$ cat src/rtl/challenge_auth_responder_pkg.sv
// Shared constants, field widths and state encoding for the authentication responders.
package challenge_auth_responder_pkg;

    localparam logic [7:0] PROTOCOL_VERSION   = 8'h01;
    localparam logic [7:0] CHALLENGE_CMD      = 8'h83;
    localparam logic [7:0] CHALLENGE_AUTH_CMD = 8'h03;
    localparam logic [7:0] ERROR_CMD          = 8'h7F;

    localparam logic [7:0] ERR_INVALID           = 8'h01;
    localparam logic [7:0] ERR_UNSUPPORTED_PROTO = 8'h02;
    localparam logic [7:0] ERR_UNSPECIFIED       = 8'h04;

    localparam int HEADER_W = 32;
    localparam int NONCE_W  = 256;
    localparam int HASH_W   = 256;
    localparam int REQ_W    = HEADER_W + NONCE_W;
    localparam int MSG_W    = 2 * HEADER_W + HASH_W + NONCE_W;

    localparam logic [7:0] AUTH_MSG_BYTES = 8'd72;
    localparam logic [7:0] ERR_MSG_BYTES  = 8'd4;

    typedef enum logic [2:0] {
        ST_IDLE      = 3'd0,
        ST_CHECK     = 3'd1,
        ST_HASH_WAIT = 3'd2,
        ST_SEND      = 3'd3,
        ST_ERR_SEND  = 3'd4
    } state_t;

    // Error message sits in the top bytes; the remainder is zero padding.
    function automatic logic [MSG_W-1:0] error_msg(input logic [7:0] ver, input logic [7:0] code);
        return {ver, ERROR_CMD, code, 8'h00, {(MSG_W - HEADER_W){1'b0}}};
    endfunction

endpackage

$ cat src/rtl/challenge_auth_responder_serializer.sv
// Generic message serializer: loads a 576-bit buffer and streams it MSB-first in DATA_W beats.
module auth_msg_serializer
    import challenge_auth_responder_pkg::*;
#(
    parameter int DATA_W = 32
) (
    input  logic              clk,
    input  logic              reset_n,
    input  logic              abort,
    input  logic              load,
    input  logic [MSG_W-1:0]  load_data,
    input  logic [7:0]        load_len,
    output logic              tx_valid,
    input  logic              tx_ready,
    output logic [DATA_W-1:0] tx_data,
    output logic              tx_last
);

    localparam int BEAT_BYTES = DATA_W / 8;

    logic [MSG_W-1:0] msg_q;
    logic [7:0]       beats_left;
    logic [7:0]       load_beats;

    always_comb begin
        load_beats = 8'((int'(load_len) + BEAT_BYTES - 1) / BEAT_BYTES);
    end

    always_ff @(posedge clk or negedge reset_n) begin
        if (!reset_n) begin
            msg_q      <= '0;
            beats_left <= '0;
        end else if (abort) begin
            msg_q      <= '0;
            beats_left <= '0;
        end else if (load) begin
            msg_q      <= load_data;
            beats_left <= load_beats;
        end else if (tx_valid && tx_ready) begin
            msg_q      <= msg_q << DATA_W;
            beats_left <= beats_left - 8'd1;
        end
    end

    assign tx_valid = (beats_left != 8'd0);
    assign tx_data  = msg_q[MSG_W-1 -: DATA_W];
    assign tx_last  = (beats_left == 8'd1);

endmodule

$ cat src/rtl/challenge_auth_responder.sv
// CHALLENGE responder: validates a request, fetches the slot hash, streams CHALLENGE_AUTH or ERROR.
//
// state        | meaning
// IDLE         | ready for a request (req_ready = enable)
// CHECK        | validate version, type, slot and nonce of the captured request
// HASH_WAIT    | hash_req held for the slot hash, bounded by the timeout counter
// SEND         | streaming the 72-byte CHALLENGE_AUTH message
// ERR_SEND     | streaming the 4-byte ERROR message
module challenge_auth_responder
    import challenge_auth_responder_pkg::*;
#(
    parameter int         NUM_SLOTS      = 8,
    parameter int         DATA_W         = 32,
    parameter int         TIMEOUT_CYCLES = 1024,
    parameter logic [7:0] PROTO_VER      = PROTOCOL_VERSION
) (
    input  logic                 clk,
    input  logic                 reset_n,
    input  logic                 enable,
    input  logic                 req_valid,
    output logic                 req_ready,
    input  logic [REQ_W-1:0]     req_msg,
    input  logic [NUM_SLOTS-1:0] slot_mask,
    input  logic [7:0]           capabilities,
    output logic                 hash_req,
    output logic [7:0]           hash_slot,
    input  logic                 hash_ack,
    input  logic [HASH_W-1:0]    hash_data,
    output logic                 tx_valid,
    input  logic                 tx_ready,
    output logic [DATA_W-1:0]    tx_data,
    output logic                 tx_last,
    output logic                 tx_is_error,
    output logic                 err_pulse,
    output logic [7:0]           err_code,
    output logic                 busy
);

    localparam int CNT_W = $clog2(TIMEOUT_CYCLES + 1);

    state_t state, state_nxt;

    logic [7:0]         ver_q, type_q, slot_q;
    logic [NONCE_W-1:0] nonce_q;
    logic [7:0]         mask8;
    logic [CNT_W-1:0]   tmo_cnt;
    logic               check_fail;
    logic [7:0]         check_code;
    logic               hash_timeout;
    logic               tx_done;
    logic               err_set;
    logic [7:0]         err_set_code;
    logic               ser_load;
    logic [MSG_W-1:0]   ser_data;
    logic [7:0]         ser_len;
    logic               tx_is_error_q, err_pulse_q;
    logic [7:0]         err_code_q;
    logic               unused_param2;

    assign unused_param2 = ^req_msg[263:256];

    always_comb begin
        mask8 = '0;
        mask8[NUM_SLOTS-1:0] = slot_mask;
    end

    always_comb begin
        check_fail = 1'b1;
        check_code = ERR_INVALID;
        if (ver_q != PROTO_VER)
            check_code = ERR_UNSUPPORTED_PROTO;
        else if (type_q != CHALLENGE_CMD)
            check_code = ERR_INVALID;
        else if (slot_q >= 8'(NUM_SLOTS) || !mask8[slot_q[2:0]])
            check_code = ERR_INVALID;
        else if (nonce_q == '0)
            check_code = ERR_INVALID;
        else
            check_fail = 1'b0;
    end

    assign hash_timeout = (state == ST_HASH_WAIT) && !hash_ack && (tmo_cnt == '0);
    assign tx_done      = tx_valid && tx_ready && tx_last;

    always_ff @(posedge clk or negedge reset_n) begin
        if (!reset_n)
            state <= ST_IDLE;
        else
            state <= state_nxt;
    end

    always_comb begin
        state_nxt = state;
        if (!enable) begin
            state_nxt = ST_IDLE;
        end else begin
            case (state)
                ST_IDLE:      if (req_valid) state_nxt = ST_CHECK;
                ST_CHECK:     state_nxt = check_fail ? ST_ERR_SEND : ST_HASH_WAIT;
                ST_HASH_WAIT: begin
                    if (hash_ack)
                        state_nxt = ST_SEND;
                    else if (hash_timeout)
                        state_nxt = ST_ERR_SEND;
                end
                ST_SEND,
                ST_ERR_SEND:  if (tx_done) state_nxt = ST_IDLE;
                default:      state_nxt = ST_IDLE;
            endcase
        end
    end

    // The serializer is loaded on the transition edge, so the first beat is valid in the first SEND cycle.
    always_comb begin
        ser_load     = 1'b0;
        ser_data     = '0;
        ser_len      = '0;
        err_set      = 1'b0;
        err_set_code = '0;
        if (enable) begin
            case (state)
                ST_CHECK: begin
                    if (check_fail) begin
                        err_set      = 1'b1;
                        err_set_code = check_code;
                    end
                end
                ST_HASH_WAIT: begin
                    if (hash_ack) begin
                        ser_load = 1'b1;
                        ser_data = {PROTO_VER, CHALLENGE_AUTH_CMD, slot_q, mask8,
                                    PROTO_VER, PROTO_VER, capabilities, 8'h00,
                                    hash_data, nonce_q};
                        ser_len  = AUTH_MSG_BYTES;
                    end else if (hash_timeout) begin
                        err_set      = 1'b1;
                        err_set_code = ERR_UNSPECIFIED;
                    end
                end
                default: ;
            endcase
        end
        if (err_set) begin
            ser_load = 1'b1;
            ser_data = error_msg(PROTO_VER, err_set_code);
            ser_len  = ERR_MSG_BYTES;
        end
    end

    always_ff @(posedge clk or negedge reset_n) begin
        if (!reset_n) begin
            ver_q         <= '0;
            type_q        <= '0;
            slot_q        <= '0;
            nonce_q       <= '0;
            tmo_cnt       <= '0;
            tx_is_error_q <= 1'b0;
            err_pulse_q   <= 1'b0;
            err_code_q    <= '0;
        end else begin
            if (req_valid && req_ready) begin
                ver_q   <= req_msg[287:280];
                type_q  <= req_msg[279:272];
                slot_q  <= req_msg[271:264];
                nonce_q <= req_msg[255:0];
            end
            if (state != ST_HASH_WAIT)
                tmo_cnt <= CNT_W'(TIMEOUT_CYCLES - 1);
            else if (tmo_cnt != '0)
                tmo_cnt <= tmo_cnt - CNT_W'(1);
            if (!enable || tx_done)
                tx_is_error_q <= 1'b0;
            else if (ser_load)
                tx_is_error_q <= err_set;
            err_pulse_q <= err_set;
            if (err_set)
                err_code_q <= err_set_code;
        end
    end

    auth_msg_serializer #(
        .DATA_W (DATA_W)
    ) u_serializer (
        .clk       (clk),
        .reset_n   (reset_n),
        .abort     (!enable),
        .load      (ser_load),
        .load_data (ser_data),
        .load_len  (ser_len),
        .tx_valid  (tx_valid),
        .tx_ready  (tx_ready),
        .tx_data   (tx_data),
        .tx_last   (tx_last)
    );

    assign req_ready   = (state == ST_IDLE) && enable;
    assign hash_req    = (state == ST_HASH_WAIT);
    assign hash_slot   = slot_q;
    assign tx_is_error = tx_is_error_q;
    assign err_pulse   = err_pulse_q;
    assign err_code    = err_code_q;
    assign busy        = (state != ST_IDLE);

endmodule
$ cat config.mk
export PLATFORM = sky130hd
export DESIGN_NAME = challenge_auth_responder
export DESIGN_NICKNAME = d
export VERILOG_FILES = /design/src/rtl/challenge_auth_responder_pkg.sv /design/src/rtl/challenge_auth_responder_serializer.sv /design/src/rtl/challenge_auth_responder.sv
export SDC_FILE = /design/constraint.sdc
export NUM_CORES = 2
export LEC_CHECK = 0
export ABC_AREA = 1
export CAP_MARGIN = 5
export CORE_ASPECT_RATIO = 1.25
export CORE_MARGIN = 5
export CORE_UTILIZATION = 25
export CTS_CLUSTER_DIAMETER = 50
export DETAILED_ROUTE_END_ITERATION = 7
export HOLD_SLACK_MARGIN = 0.03
export REMOVE_ABC_BUFFERS = 1
export SETUP_SLACK_MARGIN = 0.3
export SYNTH_ARGS = -nofsm -noshare
export SYNTH_HDL_FRONTEND = slang
export SYNTH_SLANG_ARGS = --single-unit
$ cat constraint.sdc
create_clock -name clk -period 3.45 [get_ports clk]
set_input_delay 0.69 -clock clk [delete_from_list [all_inputs] [get_ports clk]]
set_output_delay 0.69 -clock clk [all_outputs]
set_load 0.005 [all_outputs]
==> impl_metrics.env <==
export IMPL_cp_max_fo=37
export IMPL_grt_start_max_net_pins=180
export IMPL_coreArea_um2=168000
export IMPL_gp_congestion=0.861
export IMPL_synth_top_area_cell="dfrtp_1"
export IMPL_nets=6518
export IMPL_rows=168
export IMPL_ir_drop_mv=0.668
export IMPL_min_period_ps=3060
export IMPL_h_tree_depth=3
export IMPL_synth_top_area_share_pct=52.2
export IMPL_port_buffers=607
export IMPL_leakage_nw=26.7
export IMPL_crit_top_cell="nand2_1"
export IMPL_status="finished, final reports clean"
export IMPL_ys_warn_count=0
export IMPL_die_y_um=470
export IMPL_cts_tree="built"
export IMPL_r2r_setup_slack_ps=390
export IMPL_report_final_hold_viol_count=0
export IMPL_cts_path_max_buffers=3
export IMPL_netlist_cell_type_count=37
export IMPL_rsz0062_at_grt="true"
export IMPL_antenna_found_initial=16
export IMPL_drt_iter0_drc=3864
export IMPL_path_class="flip-flop to flip-flop"
export IMPL_cts_root_buf="clkbuf_16"
export IMPL_finalSetupViolCount=0
export IMPL_grt_pass1_wl_mm=233
export IMPL_vias=39000
export IMPL_critical_path_top_delay_family="simple AND/OR/NAND/NOR gates"
export IMPL_crit_arrival_ps=3680
export IMPL_synthArstFlopShare_pct=100
export IMPL_dieWidth_um=378
export IMPL_dpl_hpwl_mm=108
export IMPL_r2r_cells=17
export IMPL_synthFlopType="dfrtp_1"
export IMPL_path_cells="nor2_1, nand2_1, nor2_2, nand2_1, nor2_1, nand2_1, nor2_2, nand2_2, nand3_1, nand2_1, buf_4, a41oi_4, buf_12, buf_12, buf_12, nand2_1, nand2_1"
export IMPL_final_util_pct=32.8
export IMPL_fin_total_pwr_w=0.0337
export IMPL_worstMarginPinSlew_ps=1010
export IMPL_whs_endpoint="err_code[0]$_DFFE_PN0P_"
export IMPL_grt_pass1_vias=38600
export IMPL_syn_area_per_cell_um2=7.69
export IMPL_syn_inst=5501
export IMPL_rr_endpoint="u_serializer.msg_q[403]$_DFFE_PN0P_"
export IMPL_end_kind="flip-flop"
export IMPL_clk_latency_ps=740
export IMPL_syn_to_final_growth_pct=30.4
export IMPL_synth_area_leaders="dfrtp_1 (52%), nand2_1 (18%), nand3_1 (12%)"
export IMPL_slew_viol_final=0
export IMPL_drive_gt1_share_pct=7.14
export IMPL_period_share_pct=88.7
export IMPL_viasPerCell=4.73
export IMPL_final_cells=8252
export IMPL_synth_edff_count=0
export IMPL_ios=621
export IMPL_die_area_um2=178000
export IMPL_synth_most_common_cell="nand2_1"
export IMPL_ys_seq_area_share_pct=52.2
export IMPL_synth_seq_cells=883
export IMPL_dp_cells=8047
export IMPL_first_pass_iters=7
export IMPL_clk_pin_slew_worst_paths_ps=60
export IMPL_crit_slowest_cell="dfrtp_1"
export IMPL_ant_nets=0
export IMPL_synth_cell_area_um2=42300
export IMPL_wl_mm=153
export IMPL_worst_hold_slack_ps=494
export IMPL_cp_slowest_stage_delay_ps=380
export IMPL_hold_start="err_code[0]$_DFFE_PN0P_"
export IMPL_relSlewSlack_pct=32.6
export IMPL_hold_class="flip-flop to flip-flop"
export IMPL_whs_path_depth=2
export IMPL_cellPowerDensity_nw_per_um2=612
export IMPL_post_drt_wl_per_cell_um=18.5
export IMPL_drv_cap=0
export IMPL_reg2reg_from="nonce_q[84]$_DFFE_PN0P_"
export IMPL_crit_required_ps=4070
export IMPL_numClockSinks=883
export IMPL_drc=0
export IMPL_final_setup_tns_ps=0
export IMPL_worst_path_buf_inv=4
export IMPL_grt_overflow=0
export IMPL_cts_buffers=103
export IMPL_skew_ps=58.4
export IMPL_yosys_top_cells_count="nand2_1 (2000), nand3_1 (1015), dfrtp_1 (883)"
export IMPL_worstSetupStartpointType="flip-flop"
export IMPL_max_freq_mhz=327
export IMPL_initial_core_util_pct=25.2
export IMPL_track_usage_pct=16.6
kinds of logic (layout without fill, tap and decap cells):
group                    Yosys count  count (layout)  share of synthesized area, %
flip-flops                       883             883                          52.2
adder cells (fa/ha/maj)            4               4                         0.118
AO/OA/AOI/OAI                    580             580                          7.05
AND/OR/NAND/NOR                 3224            3224                          31.8
multiplexers                      38              38                          1.01
XOR/XNOR                           7               7                         0.145
other                              1              13                       0.00886
buffers and inverters            764            1293                          7.62
cell usage in the layout (no fill, tap or decap), drive strengths merged, types with 2 or more instances in the layout:
cell type and count:
nor2 181, a21oi 43, buf 178, clkinvlp 8, diode 8, conb 5, xor2 3, nand3 1015
nand4 3, clkbuf 138, inv 324, o21ai 494, dfrtp 883, a221oi 2, o31ai 2, mux2 38
nand2 2002, nand3b 3, nor3 12, o22ai 32, clkdlybuf4s50 605, bufinv 10, xnor2 4, nor4 6
clkinv 28, a31oi 2, ha 4
what timing repair did:
action / in CTS / in global routing
hold buffers: 1 / 0
buffers inserted: 4 / 1
resized for setup: 16 / 16
endpoints found under the setup margin: 581 / 528
hold endpoints to repair: 33 / 0
pin swaps: 3 / 4
cell type report:
cell class	instances	area [µm²]
flip-flops and latches	883	22100
multi-input cells	3858	17100
clock buffers	138	2930
diodes	8	20.0
clock inverters	53	687
fillers	17700	113000
inverters	317	1200
well taps	2210	2770
repair buffers	785	8340
worst min-delay path: cells and delay by family, from the launching register on:
kind             cells  cell delay [ps]
DFF                  1              350
and+or+nand+nor      2              120
registers in the layout, indices dropped and copies added (netlist names):
| name | cells |
|---|---|
| err_code | 3 |
| err_pulse | 1 |
| hash_slot | 8 |
| nonce_q | 256 |
| state | 3 |
| tmo_cnt | 11 |
| tx_is_error | 1 |
| type_q | 8 |
| u_serializer.beats_left | 8 |
| u_serializer.msg_q | 576 |
| ver_q | 8 |
per-stage QoR:
| step | cell area (µm²) | worst slack [ps] |
|---|---|---|
| finish | 55200 | 391 |
| global route | 55200 | 286 |
| CTS | 55100 | 303 |
| detailed placement | 51300 | -132 |
| global placement | 51300 | -117 |
| floorplan | 40300 | -24780 |
power breakdown:
part	switching [W]	total [W]	internal, W	leakage, nW
registers	0.000987	0.0130	0.0120	11.8
logic	0.00618	0.00925	0.00307	13.1
clock network	0.00471	0.0115	0.00678	1.76
total	0.0119	0.0337	0.0219	26.7
per-layer routing:
metal | up-vias | global-route usage (%) | routed length (µm)
li1 | 18600 | - | -
met3 | 189 | 3.30 | 12400
met4 | 18 | 4.68 | 3570
met5 | - | 0 | 92
met1 | 18800 | 24.2 | 71500
met2 | 1509 | 24.9 | 65400
how the worst max path moves through the flow:
stage,slack [ps],end,start,depth (start not counted)
after floorplan,-24780,u_serializer.msg_q[560]$_DFFE_PN0P_,u_serializer.beats_left[5]$_DFFE_PN0P_,6
after global placement,-120,u_serializer.msg_q[553]$_DFFE_PN0P_,slot_mask[0],16
after detailed placement,-130,u_serializer.msg_q[430]$_DFFE_PN0P_,slot_mask[0],16
after CTS,300,u_serializer.msg_q[78]$_DFFE_PN0P_,type_q[2]$_DFFE_PN0P_,17
after global routing,290,u_serializer.msg_q[78]$_DFFE_PN0P_,nonce_q[230]$_DFFE_PN0P_,19
final,390,u_serializer.msg_q[403]$_DFFE_PN0P_,nonce_q[84]$_DFFE_PN0P_,17
(Power assumes the default switching activity.)
